--- config.mk ---
export PLATFORM = sky130hd
export DESIGN_NAME = sat_counter
export DESIGN_NICKNAME = d
export VERILOG_FILES = /design/src/rtl/fsm_pattern_checker_sat_counter.sv
export SDC_FILE = /design/constraint.sdc
export NUM_CORES = 1
export LEC_CHECK = 0
export BUFFER_PORTS_ARGS = -buffer_cell sky130_fd_sc_hd__buf_2
export CAP_MARGIN = 15
export CORE_UTILIZATION = 30
export CTS_BUF_LIST = sky130_fd_sc_hd__clkbuf_16
export CTS_CLUSTER_DIAMETER = 60
export DETAILED_ROUTE_END_ITERATION = 7
export GPL_TIMING_DRIVEN = 0
export PLACE_DENSITY = 0.49
export SLEW_MARGIN = 15
export SYNTH_ARGS = -nofsm -noshare
export SYNTH_HDL_FRONTEND = slang
export SYNTH_SLANG_ARGS = --single-unit
--- constraint.sdc ---
create_clock -name clk -period 1.2 [get_ports clk]
set_input_delay 0.06 -clock clk [delete_from_list [all_inputs] [get_ports clk]]
set_output_delay 0.06 -clock clk [all_outputs]
set_load 0.02 [all_outputs]
--- src/rtl/fsm_pattern_checker_sat_counter.sv ---
// Saturating up-counter with synchronous clear. A clear that coincides
// with an increment yields 1 so the coincident event is not lost.
module sat_counter #(
  parameter int WIDTH = 8
) (
  input  logic             clk,
  input  logic             reset,
  input  logic             clr,
  input  logic             inc,
  output logic [WIDTH-1:0] count
);

  localparam logic [WIDTH-1:0] MAX_C = {WIDTH{1'b1}};
  localparam logic [WIDTH-1:0] ONE_C = {{(WIDTH-1){1'b0}}, 1'b1};

  logic [WIDTH-1:0] count_r;
  logic [WIDTH-1:0] count_nxt_s;

  // Next count: clear has priority, increment stops at the maximum value.
  always_comb begin
    count_nxt_s = count_r;
    if (clr) begin
      if (inc) begin
        count_nxt_s = ONE_C;
      end else begin
        count_nxt_s = {WIDTH{1'b0}};
      end
    end else if (inc && (count_r != MAX_C)) begin
      count_nxt_s = count_r + ONE_C;
    end else begin
      count_nxt_s = count_r;
    end
  end

  // Count register with synchronous active-low reset.
  always_ff @(posedge clk) begin
    if (!reset) begin
      count_r <= {WIDTH{1'b0}};
    end else begin
      count_r <= count_nxt_s;
    end
  end

  assign count = count_r;

endmodule

==> summary.md, run 1 <==
| Metric | Value |
|---|---|
| Status | completed |
| Core ar. | 0.00132 sq mm |
| Top cell type's share of synthesized area | 0.374 |
| CTS H-Tree Depth | 1 |
| Main synth FF type | dfxtp_1 |
| Die width | just under 40 um |
| # nets final | 66 |
| TNS Setup | 0 ns |
| Tot Pwr | 0.868 mW |
| Worst-path maximum fanout | 6 |
| Worst Path Arrival | 1.31 ns |
| Area Overhead vs Synth | 45.9% |
| Initial antenna violation count | 0 |
| Post-place setup slack | -0.0186 ns |
| Critical path type | reg -> reg |
| Most frequent cells in the layout | buf_2, dfxtp_2 |
| HPWL after DPL | approximately 700 um |
| Total GRT Usage | 0.160 |
| Cell Rows | 13 |
| Post-synth top area cell | dfxtp_1 |
| DR pass1 iterations | 5 |
| WL final | 1040 um |
| Die Ht | between 30 and 40 um |
| CTS Hold Bufs | 0 |
| I/O Buffers | 11 |
| Post-synthesis sequential area ratio | 0.374 |
| P_leak | between 0.2 and 0.25 nW |
| Overflow after GRT | 0 |
| Clk sinks | 8 |
| Maximum number of pins on one net before global-route repair | 10 |
| Worst Setup Start Kind | flip-flop |
| Setup violators final | 0 |
| Setup WS post-layout | about 0.046 ns |
| N_diodes | 0 |
| Worst VDD drop | 0.000748 V |
| Fmax achieved | slightly below 900 MHz |
| Worst setup EP type | flip-flop |
| Fin Clk Skew | 0.000874 ns |
| Cell Pwr Density | 1390 mW/mm^2 |
| Worst-Margin Slew | around 0.26 ns |
| Critical Path RT | between 1 and 1.5 ns |
| RSZ-0062 raised after global routing | yes |
| Placer congestion estimate | 0.658 |
| CTS tree | yes |
| Clock transition at path regs | roughly 0.040 ns |
| Root Buffer | clkbuf_16 |
| Vias | around 410 |
| Net Count, Synth | 50 |
| Max Buffers Root-to-Sink | 2 |
| DR vias/cell | approximately 5.5 |
| Fin. max-slew vios | 0 |
| Die area | approximately 0.0016 sq mm |
| Min Tclk post-route | between 1 and 1.5 ns |
| Routed WL per cell | roughly 14 um |
| Max Cap Violations | 0 |
| YS warnings | 0 |
| Post-synth EDFFs | 0 |
| Mapped Cells | 45 |
| Number of global-route vias before repair | 338 |
| Final ANT Viol Nets | 0 |
| Seq cells post-synth | 8 |
| Final Hold Vio Count | 0 |
| IO Pins | 12 |
| DRC | 0 |
| Largest register FFs | 8 |
| Fin crit share | 0.962 |
| DR iter-0 viols | 8 |
| Worst skew pair latency | 0.23 ns |
| Initial core utilization | 0.325 |
| Largest cells by area after synthesis | dfxtp_1, and4_1, a31oi_4, a31oi_1, a21oi_1 |
| Cell variety after synth | 25 |
| Cts bufs inserted | 3 |
| Rel. slew slack | 0.825 |
| Post-CTS Setup Repair Bufs | 0 |
| Most common cell after layout, fill and taps aside | buf_2 |
| Global-route wire length before repair | approximately 1600 um |
| Syn_area_per_cell | 9.51 sq um |
| Share of cells above drive strength 1 | 0.492 |
| Hold WC Path Type | in -> reg |
| FFs w/ async S/R, synth | 0 |
| Cell Area, Synth | ~430 sq um |
-- routing by layer --
| layer | part of all wire | global-route usage | routed length (um) |
|---|---|---|---|
| met2 | 0.43 | 0.217 | 452 |
| met4 | 0 | 0.0517 | 0 |
| met3 | 0.058 | 0.102 | 60 |
| met1 | 0.51 | 0.201 | 530 |
| met5 | 0 | 0 | 0 |
-- metrics by stage --
| step | hold WS, ns | util | area, sq um | std cells |
|---|---|---|---|---|
| floorplan | 0.193 | - | 439 | 45 |
| global placement | 0.343 | 0.389 | 513 | 71 |
| detailed placement | 0.341 | 0.389 | 513 | 71 |
| CTS | 0.0997 | 0.456 | 601 | 74 |
| global route | 0.112 | 0.474 | 624 | 74 |
| finish | 0.102 | 0.474 | 624 | 74 |
-- layout make-up --
cell class | count | area [sq um]
plain buffers | 1 | 11.3
clock buffers | 3 | 75.1
fillers | 130 | 693
inverters | 1 | 3.75
multi-input cells | 35 | 284
flip-flops and latches | 8 | 176
well taps | 15 | 18.8
repair buffers | 11 | 55.1
-- critical path: stages (launching register included) --
cell	delay, ns
dfxtp_4	0.35
ha_4	0.18
and4_4	0.19
a21boi_2	0.16
mux2i_1	0.19
-- power by group --
group / switching (mW) / internal [mW]
registers: 0.00481 / 0.266
clock network: 0.131 / 0.430
logic: 0.0205 / 0.0158
-- logic make-up (layout without fill, tap and decap cells) --
logic type	after synthesis	in the layout	synth area share
buffers and inverters	2	16	0.0351
muxes	1	1	0.0234
AOI/OAI and AO/OA	14	14	0.251
adders and majority gates	1	1	0.0292
DFF	8	8	0.374
and+or+nand+nor	19	19	0.287
-- path summary, 6_finish.rpt --
path | startpoint | endpoint | slack [ns] | depth (start not counted)
setup / recovery | count[0] | count[1] | 0.05 | 4
hold / removal | reset | count[0] | 0.10 | 3
setup reg to reg | count[0] | count[1] | 0.05 | 4
hold reg to reg | count[5] | count[5] | 0.46 | 1
-- cells in the mapped netlist, types with 2 or more instances --
library cell / n
and3_1: 2
a31oi_1: 3
a21oi_1: 3
dfxtp_1: 8
nor3_1: 3
nand2_1: 3
and4_1: 4
nand2b_1: 2
-- what timing repair did --
item / in CTS / in global routing
endpoints found under the setup margin: 3 / 6
endpoints found under the hold margin: 0 / 0
pin swaps: 1 / 1
gates resized for setup: 2 / 9
(Power assumes the default switching activity.)
==> inputs of run 2 (changes only) <==
--- a/config.mk
+++ b/config.mk
@@ -5,6 +5,7 @@
 export SDC_FILE = /design/constraint.sdc
 export NUM_CORES = 1
 export LEC_CHECK = 0
+export ABC_AREA = 1
 export BUFFER_PORTS_ARGS = -buffer_cell sky130_fd_sc_hd__buf_2
 export CAP_MARGIN = 15
 export CORE_UTILIZATION = 30
@@ -12,8 +13,8 @@
 export CTS_CLUSTER_DIAMETER = 60
 export DETAILED_ROUTE_END_ITERATION = 7
 export GPL_TIMING_DRIVEN = 0
-export PLACE_DENSITY = 0.49
-export SLEW_MARGIN = 15
+export PLACE_DENSITY = 0.47
+export SLEW_MARGIN = 25
 export SYNTH_ARGS = -nofsm -noshare
 export SYNTH_HDL_FRONTEND = slang
 export SYNTH_SLANG_ARGS = --single-unit
==> run 2 against run 1 <==
  * The flow now finishes with violations (setup timing)
  * Clock-buffer cell count unchanged
  * Non-clock buffer count is 4 higher
  * Worst hold slack lost 0.023 ns
  * Combinational power rose by 110%
  * Cell area grew 23%
  * Highest routed layer is now met4
==> summary.md, run 2 <==
| Metric | Value |
|---|---|
| Status | finished with violations |
| Failing checks | setup timing |
| CTS Hold Bufs | 0 |
| DRC | 0 |
| WL final | 1520 um |
| Core ar. | between 0.0015 and 0.002 sq mm |
| Min Tclk post-route | ~1.2 ns |
| Post-synth EDFFs | 0 |
| Top cell type's share of synthesized area | 0.305 |
| DR pass1 iterations | 6 |
| Mapped Cells | between 80 and 90 |
| IO Pins | 12 |
| Worst Setup Start Kind | flip-flop |
| # nets final | ~110 |
| N_diodes | 0 |
| Most frequent cells in the layout | nand2_1, inv_1, nand3_1, buf_2, nor2_1 |
| Worst Path Arrival | 1.35 ns |
| Maximum number of pins on one net before global-route repair | 9 |
| Area Overhead vs Synth | 45.7% |
| Footprint of the multi-input gates | 354 sq um |
| Root Buffer | clkbuf_16 |
| I/O Buffers | 11 |
| Rel. slew slack | 0.805 |
| YS warnings | 0 |
| Tot Pwr | between 0.9 and 1 mW |
| Post-place setup slack | -0.0652 ns |
| Setup WS post-layout | -0.0360 ns |
| DR vias/cell | a little over 5 |
| Clock transition at path regs | about 0.040 ns |
| Post-synthesis sequential area ratio | 0.305 |
| Initial core utilization | 0.333 |
| Syn_area_per_cell | between 6 and 7 sq um |
| Overflow after GRT | 0 |
| DR iter-0 viols | 10 |
| Number of global-route vias before repair | between 500 and 600 |
| Worst-path maximum fanout | 7 |
| Vias | 632 |
| Die Ht | around 44 um |
| FFs w/ async S/R, synth | 0 |
| Die area | between 0.0015 and 0.002 sq mm |
| Cell Area, Placed | between 600 and 700 sq um |
| Most frequent cell after synthesis | nand2_1 |
| Worst-Margin Slew | between 0.2 and 0.3 ns |
| Final ANT Viol Nets | 0 |
| Fin. max-slew vios | 0 |
| CTS tree | yes |
| Critical Path RT | approximately 1.3 ns |
| RSZ-0062 raised after global routing | yes |
| CTS H-Tree Depth | 1 |
| # fillers | 169 |
| Critical path type | reg -> reg |
| Fin area | 766 sq um |
| Synth top cells by count | nand2_1, inv_1, nand3_1, nor2_1, dfxtp_1 |
| Clk sinks | 8 |
| Largest register FFs | 8 |
| Reg area | 171 sq um |
| Max Cap Violations | 0 |
| Die width | 43.9 um |
| Hold_ws | approximately 0.079 ns |
| HPWL after DPL | 973 um |
| TNS Setup | -0.133 ns |
| Fmax achieved | ~800 MHz |
| Setup violators final | 7 |
| Final Hold Vio Count | 0 |
| Largest cells by area after synthesis | dfxtp_1, nand2_1, nand3_1, inv_1, nor2_1 |
| Main synth FF type | dfxtp_1 |
| Share of cells above drive strength 1 | 0.358 |
| Fin Clk Skew | a little under 0.0006 ns |
| Total GRT Usage | 0.173 |
| Worst setup EP type | flip-flop |
| Hold WC Path Type | in -> reg |
| Cell variety after synth | 15 |
| Cell Rows | 14 |
| Routed WL per cell | approximately 12 um |
| Cts bufs inserted | 3 |
| Net Count, Synth | a little over 90 |
| Post-synth top area cell | dfxtp_1 |
| Initial antenna violation count | 0 |
| Cell Area, Synth | between 500 and 600 sq um |
| Placer congestion estimate | 0.750 |
| Max Buffers Root-to-Sink | 2 |
| Most common cell after layout, fill and taps aside | nand2_1 |
| Seq cells post-synth | 8 |
| P_leak | between 0.3 and 0.4 nW |
| Worst skew pair latency | 0.23 ns |
| Worst VDD drop | between 0.0007 and 0.0008 V |
| Fin crit share | 1.03 |
| Cell Pwr Density | between 1000 and 1500 mW/mm^2 |
| R2R setup slack | -0.04 ns |
| Global-route wire length before repair | approximately 2300 um |
==> run 2: cell types whose count changed in the layout (fill, tap and decap cells not counted), sizes merged, moves of 4 or more <==
cell and delta:
nand3 +10, inv +13, nand2 +24, and4 -4, nor2 +13, a31oi -4, buf +4
==> run 2: cell type report <==
cell class,instances,share of cell area
Buffer,1,0.00980
Multi-Input combinational cell,65,0.462
Inverter,13,0.0637
Clock buffer,3,0.0980
Sequential cell,8,0.224
Tap cell,16,0.0261
Timing Repair Buffer,15,0.111
Clock inverter,1,0.00490
==> run 2: cells by family after synthesis <==
family                     count (synthesis)  synth area share
and+or+nand+nor                           54             0.479
DFF                                        8             0.305
adders and majority gates                  1            0.0238
AOI/OAI and AO/OA                          9            0.0857
buffers and inverters                     14             0.107
==> run 2: final timing paths <==
| kind | startpoint | endpoint | cells past startpoint |
|---|---|---|---|
| setup / recovery | count[0] | count[0] | 8 |
| hold / removal | reset | count[5] | 3 |
| setup reg to reg | count[0] | count[0] | 8 |
| hold reg to reg | count[6] | count[6] | 2 |
==> run 2: metrics by stage <==
| stage | instances | utilization |
|---|---|---|
| after floorplan | 86 | - |
| after global placement | 113 | 0.394 |
| after detailed placement | 113 | 0.394 |
| after CTS | 121 | 0.472 |
| after global routing | 122 | 0.486 |
| final | 122 | 0.486 |
==> run 2: timing repair <==
action / 4_1_cts / 5_1_grt
setup buffers: 3 / 1
cloned: 1 / 0
gates resized for setup: 5 / 5
endpoints found under the hold margin: 0 / 0
pin swaps: 3 / 6
endpoints found under the setup margin: 8 / 8
==> run 2: critical path, stage by stage, from the launching register on <==
cell	delay, ns
dfxtp_4	0.38
ha_4	0.16
nand2_4	0.06
nor2_4	0.11
nand2_4	0.08
nand2_4	0.11
nand2_4	0.08
nand2_1	0.07
a21oi_1	0.06
==> run 2: metal layers <==
layer / share of wire / global-route usage / vias up
li1: - / - / 317
met1: 0.43 / 0.209 / 287
met2: 0.48 / 0.269 / 22
met3: 0.064 / 0.0750 / 6
met4: 0.024 / 0.0727 / 0
met5: 0 / 0 / -
==> run 2: power breakdown <==
| group | internal, mW | switching [mW] | leakage, nW |
|---|---|---|---|
| Combinational | 0.0265 | 0.0518 | 0.260 |
| Sequential | 0.272 | 0.0101 | 0.0678 |
| Clock | 0.435 | 0.141 | 0.0423 |
